File: src/rtl/serial_sub_pkg.sv
// Shared types and constants for the bit-serial subtractor.
// Holds the FSM state encoding and the default operand width.
package serial_sub_pkg;

  localparam int DEF_WIDTH = 8;

  typedef enum logic [1:0] {
    S_IDLE  = 2'd0,
    S_SHIFT = 2'd1,
    S_DONE  = 2'd2
  } state_t;

endpackage

File: src/rtl/full_adder.sv
// One-bit combinational full adder.
// Ports: i_a, i_b, i_cin in; o_s sum, o_cout carry out.
module full_adder (
  input  logic i_a,
  input  logic i_b,
  input  logic i_cin,
  output logic o_s,
  output logic o_cout
);

  logic p;

  assign p      = i_a ^ i_b;
  assign o_s    = p ^ i_cin;
  assign o_cout = (i_a & i_b) | (i_cin & p);

endmodule

File: src/rtl/serial_sub8.sv
// Bit-serial subtractor: a - b as a + ~b + 1, LSB first, one bit/clk.
// Ports: i_clk, i_rst, i_start, i_a, i_b in; o_busy, o_done, o_diff, o_borrow out.
module serial_sub8
  import serial_sub_pkg::*;
#(
  parameter int WIDTH = DEF_WIDTH
) (
  input  logic             i_clk,
  input  logic             i_rst,
  input  logic             i_start,
  input  logic [WIDTH-1:0] i_a,
  input  logic [WIDTH-1:0] i_b,
  output logic             o_busy,
  output logic             o_done,
  output logic [WIDTH-1:0] o_diff,
  output logic             o_borrow
);

  localparam int CW = $clog2(WIDTH + 1);
  localparam logic [CW-1:0] LAST = CW'(WIDTH - 1);

  state_t           state;
  logic [WIDTH-1:0] a_q;
  logic [WIDTH-1:0] b_q;
  logic [WIDTH-2:0] res;
  logic             carry;
  logic [CW-1:0]    cnt;

  logic             fa_s;
  logic             fa_cout;
  logic [WIDTH-1:0] nxt;

  full_adder u_fa (
    .i_a    (a_q[0]),
    .i_b    (b_q[0]),
    .i_cin  (carry),
    .o_s    (fa_s),
    .o_cout (fa_cout)
  );

  // Result so far with this cycle's sum bit entering at the MSB.
  assign nxt = {fa_s, res};

  always_ff @(posedge i_clk or posedge i_rst) begin
    if (i_rst) begin
      state    <= S_IDLE;
      a_q      <= '0;
      b_q      <= '0;
      res      <= '0;
      carry    <= 1'b0;
      cnt      <= '0;
      o_busy   <= 1'b0;
      o_done   <= 1'b0;
      o_diff   <= '0;
      o_borrow <= 1'b0;
    end else begin
      o_done <= 1'b0;
      unique case (state)
        S_IDLE: begin
          if (i_start) begin
            a_q    <= i_a;
            b_q    <= ~i_b;
            carry  <= 1'b1;
            cnt    <= '0;
            o_busy <= 1'b1;
            state  <= S_SHIFT;
          end
        end
        S_SHIFT: begin
          a_q   <= a_q >> 1;
          b_q   <= b_q >> 1;
          carry <= fa_cout;
          cnt   <= cnt + 1'b1;
          res   <= nxt[WIDTH-1:1];
          if (cnt == LAST) begin
            // No carry out of a + ~b + 1 means a < b.
            o_diff   <= nxt;
            o_borrow <= ~fa_cout;
            o_busy   <= 1'b0;
            o_done   <= 1'b1;
            state    <= S_DONE;
          end
        end
        S_DONE: begin
          state <= S_IDLE;
        end
        default: begin
          state <= S_IDLE;
        end
      endcase
    end
  end

endmodule

File: config.mk
export PLATFORM = sky130hd
export DESIGN_NAME = serial_sub8
export DESIGN_NICKNAME = d
export VERILOG_FILES = /design/src/rtl/serial_sub_pkg.sv /design/src/rtl/full_adder.sv /design/src/rtl/serial_sub8.sv
export SDC_FILE = /design/constraint.sdc
export NUM_CORES = 1
export LEC_CHECK = 0
export ABC_AREA = 1
export CAP_MARGIN = 20
export CORE_MARGIN = 3
export CORE_UTILIZATION = 52
export DETAILED_ROUTE_END_ITERATION = 16
export PLACE_DENSITY = 0.89
export SYNTH_ARGS = -nofsm -noshare
export SYNTH_HDL_FRONTEND = slang
export SYNTH_SLANG_ARGS = --single-unit
export TNS_END_PERCENT = 1
File: constraint.sdc
create_clock -name i_clk -period 1.33 [get_ports i_clk]
set_input_delay 0.133 -clock i_clk [delete_from_list [all_inputs] [get_ports i_clk]]
set_output_delay 0.133 -clock i_clk [all_outputs]
set_load 0.01 [all_outputs]
==> flow_summary.yaml <==
cts:
  cts_buffers: 5
  path_clk_slew_ps: 120
  cts_hold_buf: 0
  cts_tree: "done"
  clk_latency_ps: 370
  cts_num_sinks: 41
  cts-root-buf: "clkbuf_4"
  htreeDepth: 2
  cts_buffer_depth: 2
drt:
  vias: 1437
  viasPerCell: 5.06
  drc: 0
  post_drt_wl_per_cell_um: 13.4
  route.top_layer_used: "met4"
  dr_wl_met2_um: 1990
  drt_pass1_iterations: 4
  met1_length_um: 1580
  antenna_left: 0
  drt-total-wl_um: 3820
  wl_met3_um: 190
  drtIter0Drc: 104
sta:
  hold_violations: 0
  final.setup.tns_ps: 0
  fin_skew_ps: 12.7
  min_period_ps: 1290
  rsz0062_at_grt: "true"
  setup_viol: 0
  tightest_slew_ps: 238
  post-route-period-util: 0.968
  max-slew-margin-rel: 0.839
  max_freq_ghz: 0.777
  finalMaxSlewViolations: 0
synthesis:
  ys_seq_area_frac: 0.566
  synth_area_mm2: 0.00181
  yosysWarnings: 0
  ys_seq_elements: 41
  synth_cell_types: 20
  avgSynthCellArea_um2: 8.98
  syn_inst: 202
  synth_fp_nets: 223
worst_setup_path:
  crit_arrival_ps: 1590
  path_class: "register to register"
  critPathLaunchType: "register"
  endpoint_kind: "register"
  crit_fanout: 9
  r2r_slack_ps: 40
  required_ps: 1640
floorplanning:
  design.core.area_mm2: 0.00318
  rows: 20
  chipWidth_um: 65.0
  dieArea_mm2: 0.00423
  initial_core_util: 0.570
  io_pins: 30
  die_y_um: 65.0
global_routing:
  grt_pass1_vias: 1395
  grt_pass1_wl_um: 6270
  antenna_found_initial: 0
  grt_use_total: 0.196
  grt_overflow: 0
  grt_max_degree: 42
placed_design:
  dp.cells: 274
  gp_congestion: 0.828
  portBuffers: 29
  dp_hpwl_um: 2530
cells_and_area:
  final_util: 0.724
  drive_gt1_frac: 0.138
  num_antenna_cells: 0
  n_fill_cell: 230
  syn_to_final_growth_pct: 26.8
  fin_nets: 261
  final_cells: 284
power_and_ir_drop:
  peakVddDrop_mv: 1.06
  power.density_mw_per_mm2: 2200
  leakagePower_nw: 1.16
run_status:
  status: "completed"
flow_run:
  maxCapViolations: 0
worst_hold_path:
  hold_path.class: "primary input to asynchronous set/reset pin"
==> registers in the layout, summed over array words and instances (netlist names) <==
register	count
carry	1
a_q	8
state	2
o_done	1
o_diff	8
res	7
cnt	4
o_busy	1
o_borrow	1
b_q	8
==> what timing repair did <==
action / in CTS / in global routing
gates cloned: 0 / 1
endpoints found under the hold margin: 0 / 0
pin swaps: 0 / 2
buffers inserted: 0 / 2
resized for setup: 12 / 3
setup endpoints to repair: 12 / 11
==> power breakdown <==
part	switching [mW]	leakage (nW)	total (mW)	internal, mW
combinational	1.21	0.603	2.13	0.919
sequential	0.347	0.515	2.14	1.79
clock	0.412	0.0410	0.795	0.383
==> cell usage after synthesis <==
library cell / number / area, um^2
fa_1: 1 / 20.0
ha_1: 1 / 12.5
o21ai_0: 10 / 50.1
nand2_4: 2 / 22.5
nor2_1: 7 / 26.3
nand2_2: 1 / 6.26
nand2_1: 59 / 221
buf_6: 3 / 33.8
nand3_1: 36 / 180
a21oi_2: 1 / 8.76
clkbuf_1: 1 / 3.75
inv_2: 2 / 7.51
o21ai_2: 7 / 61.3
inv_1: 22 / 82.6
buf_2: 4 / 20.0
dfrtp_1: 41 / 1030
nor2_4: 1 / 11.3
buf_4: 1 / 7.51
nand4_1: 1 / 6.26
a21oi_1: 1 / 5.00
==> cell usage in the layout (no fill, tap or decap), types with 2 or more instances in the layout <==
master,netlist,layout
buf_12,0,3
buf_4,1,7
clkbuf_4,0,5
clkdlybuf4s50_1,0,18
dfrtp_1,41,41
dlygate4sd2_1,0,11
inv_1,22,22
nand2_1,59,59
nand2_4,2,2
nand3_1,36,36
nor2_1,7,7
o21ai_0,10,10
o21ai_2,7,7
==> metrics by stage <==
step	power, mW	area, um^2	hold slack, ps	setup slack, ps
2_1_floorplan	3.44	1810	242	132
3_3_place_gp	4.13	2190	454	116
3_5_place_dp	4.26	2190	461	0.387
4_1_cts	4.95	2260	104	6.95
5_1_grt	5.42	2300	139	-27.8
6_report	5.06	2300	95.6	42.9
==> path summary, 6_finish.rpt <==
path / startpoint / endpoint / cells after the start
setup / recovery: cnt[1]$_DFFE_PP0P_ / o_borrow$_DFFE_PP0P_ / 7
hold / removal: i_rst / o_diff[7]$_DFFE_PP0P_ / 3
setup reg to reg: cnt[1]$_DFFE_PP0P_ / o_borrow$_DFFE_PP0P_ / 7
hold reg to reg: res[0]$_DFFE_PP0P_ / o_diff[0]$_DFFE_PP0P_ / 2
max in group asynchronous: i_rst / a_q[7]$_DFFE_PP0P_ / 3
min in group i_clk: i_a[7] / a_q[7]$_DFFE_PP0P_ / 3
==> worst max-delay path, cell delays in order, from the launching register on <==
cell and delay (ps):
dfrtp_1 420, ha_4 170, nand2_2 70, nor2_4 240, nand2_8 100, inv_2 80, nand2_1 60, nand2_1 80
==> final cells by class <==
| type | instances | area, um^2 | area share |
|---|---|---|---|
| Clock buffer | 5 | 37.5 | 0.0163 |
| Clock inverter | 2 | 35.0 | 0.0152 |
| Inverter | 24 | 92.6 | 0.0403 |
| Multi-Input combinational cell | 129 | 664 | 0.289 |
| Sequential cell | 41 | 1030 | 0.446 |
| Tap cell | 44 | 55.1 | 0.0239 |
| Timing Repair Buffer | 39 | 389 | 0.169 |
==> layer usage <==
layer / GRT usage / vias to the layer above
met5: 0 / -
met1: 0.250 / 671
met2: 0.326 / 46
met3: 0.0364 / 8
met4: 0.0855 / 0
li1: - / 712
==> cells by family (layout without fill, tap and decap cells) <==
| kind of cell | Yosys count | count (layout) | share of synthesized area |
|---|---|---|---|
| buffers and inverters | 33 | 70 | 0.0856 |
| DFF | 41 | 41 | 0.566 |
| adders and majority gates | 2 | 2 | 0.0179 |
| AOI/OAI and AO/OA | 19 | 19 | 0.0690 |
| and+or+nand+nor | 107 | 108 | 0.262 |
Note: power is estimated with default switching activity, not from simulation.
